`src/rtl/datapath.sv`:
```
// datapath: fully pipelined 8-point radix-2 DIT FFT for real 8-bit samples.
// Three register stages (butterflies, 4-point DFTs, final combine). One frame
// is accepted per clock. Outputs are the non-redundant parts of X0..X4,
// scaled by 1/8.
module datapath (
    input  logic              clk_1,
    input  logic              rst_n,
    input  logic signed [7:0] in1,
    input  logic signed [7:0] in2,
    input  logic signed [7:0] in3,
    input  logic signed [7:0] in4,
    input  logic signed [7:0] in5,
    input  logic signed [7:0] in6,
    input  logic signed [7:0] in7,
    input  logic signed [7:0] in8,
    output logic signed [7:0] out1,
    output logic signed [7:0] out2,
    output logic signed [7:0] out3,
    output logic signed [7:0] out4,
    output logic signed [7:0] out5,
    output logic signed [7:0] out6,
    output logic signed [7:0] out7,
    output logic signed [7:0] out8
);

    // Q7 approximation of cos(pi/4), widened so the product never overflows.
    localparam logic signed [21:0] TW_C = 22'sd91;

    // Multiply by c and drop the Q7 fraction bits (floor).
    function automatic logic signed [13:0] tw_scale(input logic signed [13:0] v);
        logic signed [21:0] prod;
        logic signed [21:0] shifted;
        prod    = 22'(v) * TW_C;
        shifted = prod >>> 7;
        return shifted[13:0];
    endfunction

    // Final 1/8 scaling (floor) and truncation to the 8-bit output width.
    function automatic logic signed [7:0] out_scale(input logic signed [13:0] v);
        logic signed [13:0] shifted;
        shifted = v >>> 3;
        return shifted[7:0];
    endfunction

    // Sign-extend a stage-2 value to the stage-3 working width.
    function automatic logic signed [13:0] ext10(input logic signed [9:0] v);
        return 14'(v);
    endfunction

    // ------------------------------------------------------------------
    // Stage 1: butterflies on (x0,x4), (x2,x6), (x1,x5), (x3,x7).
    // Pair index 0/1 feeds the even half, 2/3 the odd half.
    // ------------------------------------------------------------------
    logic signed [7:0] x      [8];
    logic signed [7:0] pair_a [4];
    logic signed [7:0] pair_b [4];

    assign x[0] = in1;
    assign x[1] = in2;
    assign x[2] = in3;
    assign x[3] = in4;
    assign x[4] = in5;
    assign x[5] = in6;
    assign x[6] = in7;
    assign x[7] = in8;

    genvar gi;
    generate
        for (gi = 0; gi < 4; gi++) begin : g_pair
            // gi = 0,1,2,3 selects first operand x0, x2, x1, x3.
            localparam int IA = (gi % 2) * 2 + gi / 2;
            localparam int IB = IA + 4;
            assign pair_a[gi] = x[IA];
            assign pair_b[gi] = x[IB];
        end
    endgenerate

    logic signed [8:0] s1_sum_d [4];
    logic signed [8:0] s1_dif_d [4];
    logic signed [8:0] s1_sum_q [4];
    logic signed [8:0] s1_dif_q [4];

    // Stage-1 sums and differences, 9 bits so no sample pair can overflow.
    always_comb begin
        for (int i = 0; i < 4; i++) begin
            s1_sum_d[i] = 9'(pair_a[i]) + 9'(pair_b[i]);
            s1_dif_d[i] = 9'(pair_a[i]) - 9'(pair_b[i]);
        end
    end

    // Stage-1 register.
    always_ff @(posedge clk_1 or negedge rst_n) begin
        if (!rst_n) begin
            for (int i = 0; i < 4; i++) begin
                s1_sum_q[i] <= '0;
                s1_dif_q[i] <= '0;
            end
        end else begin
            s1_sum_q <= s1_sum_d;
            s1_dif_q <= s1_dif_d;
        end
    end

    // ------------------------------------------------------------------
    // Stage 2: two 4-point DFTs. Index 0 holds the even half (E), index 1
    // the odd half (O). Bins 0 and 2 are purely real.
    // ------------------------------------------------------------------
    logic signed [9:0] r0_d    [2];
    logic signed [9:0] r2_d    [2];
    logic signed [9:0] c1_re_d [2];
    logic signed [9:0] c1_im_d [2];
    logic signed [9:0] c3_re_d [2];
    logic signed [9:0] c3_im_d [2];
    logic signed [9:0] r0_q    [2];
    logic signed [9:0] r2_q    [2];
    logic signed [9:0] c1_re_q [2];
    logic signed [9:0] c1_im_q [2];
    logic signed [9:0] c3_re_q [2];
    logic signed [9:0] c3_im_q [2];

    // 4-point DFT: bin1 = d0 - j*d1, bin3 = d0 + j*d1.
    always_comb begin
        for (int h = 0; h < 2; h++) begin
            r0_d[h]    = 10'(s1_sum_q[2*h]) + 10'(s1_sum_q[2*h+1]);
            r2_d[h]    = 10'(s1_sum_q[2*h]) - 10'(s1_sum_q[2*h+1]);
            c1_re_d[h] = 10'(s1_dif_q[2*h]);
            c1_im_d[h] = -(10'(s1_dif_q[2*h+1]));
            c3_re_d[h] = 10'(s1_dif_q[2*h]);
            c3_im_d[h] = 10'(s1_dif_q[2*h+1]);
        end
    end

    // Stage-2 register.
    always_ff @(posedge clk_1 or negedge rst_n) begin
        if (!rst_n) begin
            for (int h = 0; h < 2; h++) begin
                r0_q[h]    <= '0;
                r2_q[h]    <= '0;
                c1_re_q[h] <= '0;
                c1_im_q[h] <= '0;
                c3_re_q[h] <= '0;
                c3_im_q[h] <= '0;
            end
        end else begin
            r0_q    <= r0_d;
            r2_q    <= r2_d;
            c1_re_q <= c1_re_d;
            c1_im_q <= c1_im_d;
            c3_re_q <= c3_re_d;
            c3_im_q <= c3_im_d;
        end
    end

    // ------------------------------------------------------------------
    // Stage 3: combine halves with twiddles, scale by 1/8.
    // ------------------------------------------------------------------
    logic signed [13:0] w1_re;
    logic signed [13:0] w1_im;
    logic signed [13:0] w3_re;
    logic signed [13:0] w3_im;
    logic signed [13:0] x0_v;
    logic signed [13:0] x4_v;
    logic signed [13:0] x1_re;
    logic signed [13:0] x1_im;
    logic signed [13:0] x2_re;
    logic signed [13:0] x2_im;
    logic signed [13:0] x3_re;
    logic signed [13:0] x3_im;
    logic signed [7:0]  out_d [8];
    logic signed [7:0]  out_q [8];

    // Twiddle products and final butterflies; -j*O2 is just a swap/negate.
    always_comb begin
        w1_re = tw_scale(ext10(c1_re_q[1]) + ext10(c1_im_q[1]));
        w1_im = tw_scale(ext10(c1_im_q[1]) - ext10(c1_re_q[1]));
        w3_re = tw_scale(ext10(c3_im_q[1]) - ext10(c3_re_q[1]));
        w3_im = tw_scale(-ext10(c3_re_q[1]) - ext10(c3_im_q[1]));

        x0_v  = ext10(r0_q[0]) + ext10(r0_q[1]);
        x4_v  = ext10(r0_q[0]) - ext10(r0_q[1]);
        x1_re = ext10(c1_re_q[0]) + w1_re;
        x1_im = ext10(c1_im_q[0]) + w1_im;
        x2_re = ext10(r2_q[0]);
        x2_im = -ext10(r2_q[1]);
        x3_re = ext10(c3_re_q[0]) + w3_re;
        x3_im = ext10(c3_im_q[0]) + w3_im;

        out_d[0] = out_scale(x0_v);
        out_d[1] = out_scale(x4_v);
        out_d[2] = out_scale(x1_re);
        out_d[3] = out_scale(x1_im);
        out_d[4] = out_scale(x2_re);
        out_d[5] = out_scale(x2_im);
        out_d[6] = out_scale(x3_re);
        out_d[7] = out_scale(x3_im);
    end

    // Output register.
    always_ff @(posedge clk_1 or negedge rst_n) begin
        if (!rst_n) begin
            for (int i = 0; i < 8; i++) begin
                out_q[i] <= '0;
            end
        end else begin
            out_q <= out_d;
        end
    end

    assign out1 = out_q[0];
    assign out2 = out_q[1];
    assign out3 = out_q[2];
    assign out4 = out_q[3];
    assign out5 = out_q[4];
    assign out6 = out_q[5];
    assign out7 = out_q[6];
    assign out8 = out_q[7];

endmodule

```
`config.mk`:
```
export PLATFORM = sky130hd
export DESIGN_NAME = datapath
export DESIGN_NICKNAME = d
export VERILOG_FILES = /design/src/rtl/datapath.sv
export SDC_FILE = /design/constraint.sdc
export NUM_CORES = 1
export LEC_CHECK = 0
export ABC_AREA = 1
export BUFFER_PORTS_ARGS = -buffer_cell sky130_fd_sc_hd__buf_4
export CAP_MARGIN = 20
export CELL_PAD_IN_SITES_DETAIL_PLACEMENT = 1
export CELL_PAD_IN_SITES_GLOBAL_PLACEMENT = 2
export CORE_ASPECT_RATIO = 0.9
export CORE_MARGIN = 2
export CORE_UTILIZATION = 42
export CTS_BUF_LIST = sky130_fd_sc_hd__clkbuf_16
export DETAILED_ROUTE_END_ITERATION = 10
export PLACE_DENSITY = 0.94
export SLEW_MARGIN = 20
export SYNTH_ARGS = -nofsm -noshare
export SYNTH_HDL_FRONTEND = slang
export SYNTH_SLANG_ARGS = --single-unit
```
`constraint.sdc`:
```
create_clock -name clk_1 -period 11.59 [get_ports clk_1]
set_input_delay 0.5795 -clock clk_1 [delete_from_list [all_inputs] [get_ports clk_1]]
set_output_delay 0.5795 -clock clk_1 [all_outputs]
set_load 0.02 [all_outputs]
```
==> out/metrics.cfg <==
[synth]
syn_area_sq_um = 20600
synthTopCellsByArea = dfrtp_1 (27%), ha_1 (21%), fa_1 (11%)
synthCells = 2362
netlist.area_leader.share_pct = 26.9
ys.flop_type = dfrtp_1
synth-edff-count = 0
synthArstFlopShare_pct = 100
synthDistinctLibCells = 50
ys_warn_count = 0
synth_commonest_cells = inv_1 (557), ha_1 (347), nand2_1 (306), dfrtp_1 (221), xor2_1 (183)
ys_ff_latch = 221
synth-seq-area-share_pct = 26.9
synthesis.nets = 2885
synth_most_common_cell = inv_1
synth_top_area_cell = dfrtp_1
post_synth.cell_area_avg_sq_um = 8.70

[critical_path]
cp-start-kind = register
crit_path_end_kind = register
rr_startpoint = c3_re_q[1]
r2r_slack_ns = 4.50
path_class = reg2reg
reg2regPathDepth = 26
crit_buf_inv = 3
rr_endpoint = out8[7]
crit_required_ns = 12.05
path_max_fanout = 5
critical_path_arrival_ns = 7.54
crit_top_cell = ha_1
critPathMaxStageDelay_ns = 0.55
critPathSlowestCell = fa_1
cp_top_family = adder cells

[placed_design]
gp_congestion = 0.851
dp_hpwl_um = 44100
place.port_buffers = 129

[grt]
grt_max_degree = 85
grt_use_total_pct = 21.6
antenna_found_initial = 1
overflow = 0
grt_pass1_vias = 17500
grt_first_pass_wirelength_um = 88100

[clocking]
clk_pin_slew_ns = 0.08
h-tree-depth = 1
cts_sinks = 221
clk_latency_ns = 0.59
cts_root_buf = clkbuf_16
clockBufferDepth = 3
cts_tree = built
ctsResizeCount = 0
numCtsBuffers = 27

[routing]
dr.pass1.iters = 6
drtIter0Drc = 566
drt-total-wl_um = 53600
drcViolationCount = 0
viasPerCell = 4.96
wire_per_inst_um = 17.0
vias = 15600
final_antenna_net_count = 0

[min_path]
whs_endpoint = c3_im_d[10]
holdPathStages = 3
min-delay-start = in7[0]
hp-class = in2reg

[timing]
fin_crit_sh_pct = 61.1
setup_violations = 0
skew_ns = 0.0218
fmax_mhz = 141
worst_slew_pin_slew_ns = 0.806
fin_setup_tns_ns = 0
period_needed_ns = 7.09
slew_viol_final = 0
maxSlewHeadroom_pct = 46.2
report.final.hold_viol_count = 0
rsz0062_at_grt = false

[final_layout]
drive_gt1_share_pct = 9.54
nFillCells = 5648
area_delta_synth_final_pct = 13.0
nNetsFinal = 3029
antenna_cells = 0

[floorplan]
top_level_ports = 130
fp.dieH_um = 214
rows = 76
core-area_sq_um = 48100
initial_core_util_pct = 42.7
dieArea_sq_um = 50700
die_w_um = 237

[flow_run]
max_cap_viol_count = 0

[status]
outcome = finished clean

worst max-delay path by stage:
stage,to,start,slack (ns),cells after the start
final,out8[7],c3_re_q[1],4.50,26
after global routing,out8[7],c3_re_q[1],3.89,26
after CTS,out8[7],c3_re_q[1],4.54,26
after detailed placement,out8[7],c3_re_q[1],4.57,26
after global placement,out3[7],c3_re_q[1],4.79,32
after floorplan,out8[7],c3_re_q[1],5.39,26
placed cells by master, fill, tap and decap left out, types with 3 or more instances in the layout:
cell type    n
fa_1       110
nor4_1       3
nand2_1    306
nor3_1      16
inv_2       13
clkinv_2     6
bufinv_16    6
o211ai_1     3
a31oi_1      4
a21oi_1    158
ha_1       347
a211oi_1     7
a221oi_1     3
inv_6        6
nand4_1     31
buf_4      129
a21o_1       9
inv_1      559
xnor2_1     28
nand3_1     75
dfrtp_1    221
xor2_2       4
xor2_1     183
nand3b_1     7
o31ai_1     17
a21oi_2      4
o21ai_0     64
o21ai_1      9
clkbuf_16   27
o21bai_1    33
nand3_2      5
nand2_2     18
nor2_2       6
nor2_1      85
worst register-to-register path: stages, from the launching register on:
cell	delay [ns]
dfrtp_1	0.47
inv_1	0.14
ha_1	0.37
ha_1	0.25
fa_1	0.40
nand3_1	0.10
nand2_1	0.09
xor2_1	0.50
ha_1	0.35
ha_1	0.33
fa_1	0.55
inv_1	0.07
fa_1	0.54
inv_1	0.05
ha_1	0.35
nand2_1	0.10
o21ai_0	0.28
a21oi_1	0.12
o21ai_0	0.36
a21oi_1	0.15
xnor2_1	0.24
ha_1	0.29
a21oi_1	0.20
o21ai_0	0.11
a221oi_1	0.27
nand2_1	0.10
xor2_1	0.16
metrics by stage:
step                      cell area [sq um]  hold slack, ns  util, %  setup WS, ns  std cells
after floorplan                       20600           0.284        -          5.39       2362
after global placement                22200           0.332     46.2          4.79       3100
after detailed placement              22200           0.336     46.2          4.57       3100
after CTS                             23200           0.277     48.2          4.54       3151
after global routing                  23200           0.295     48.2          3.89       3151
final                                 23200           0.279     48.2          4.50       3151
layout make-up:
| class | instances | area (sq um) | area share, % |
|---|---|---|---|
| multi-input combinational | 1553 | 12800 | 55.0 |
| clock buffer | 27 | 676 | 2.91 |
| timing repair buffer | 132 | 1000 | 4.33 |
| tap | 624 | 781 | 3.36 |
| clock inverter | 23 | 302 | 1.30 |
| inverter | 571 | 2150 | 9.24 |
| sequential | 221 | 5530 | 23.8 |
state kept, by name, indices dropped and copies added (netlist names), 10 cells and up:
| signal | count |
|---|---|
| r2_q | 10 |
| c3_re_q | 18 |
| r0_q | 19 |
| c1_re_d | 18 |
| s1_sum_q | 32 |
| c1_im_q | 18 |
| c3_im_d | 18 |
| c3_im_q | 18 |
cell families (layout without fill, tap and decap cells):
family	count (synthesis)	count (layout)	synth area share (%)
simple gates	561	561	12.0
xor+xnor	215	215	9.31
fa+ha+maj	457	457	31.8
flops	221	221	26.9
buf+inv	588	753	10.9
compound gates	320	320	9.00
metal layers:
metal  vias up  routed length, um  GRT usage, %
met5         -                 13             0
met3        96               1370          2.60
met1      7664              23700          26.4
met4         2               1910          7.27
li1       7669                  -             -
met2       201              26700          39.6
timing repair:
item                                   4_1_cts  5_1_grt
buffers inserted                             0        0
endpoints found under the hold margin        8        0
hold buffers                                 1        0
Power is left out: the tool's default activity adds up to more than one toggle a clock period on the data nets, which glitch-free logic cannot reach.
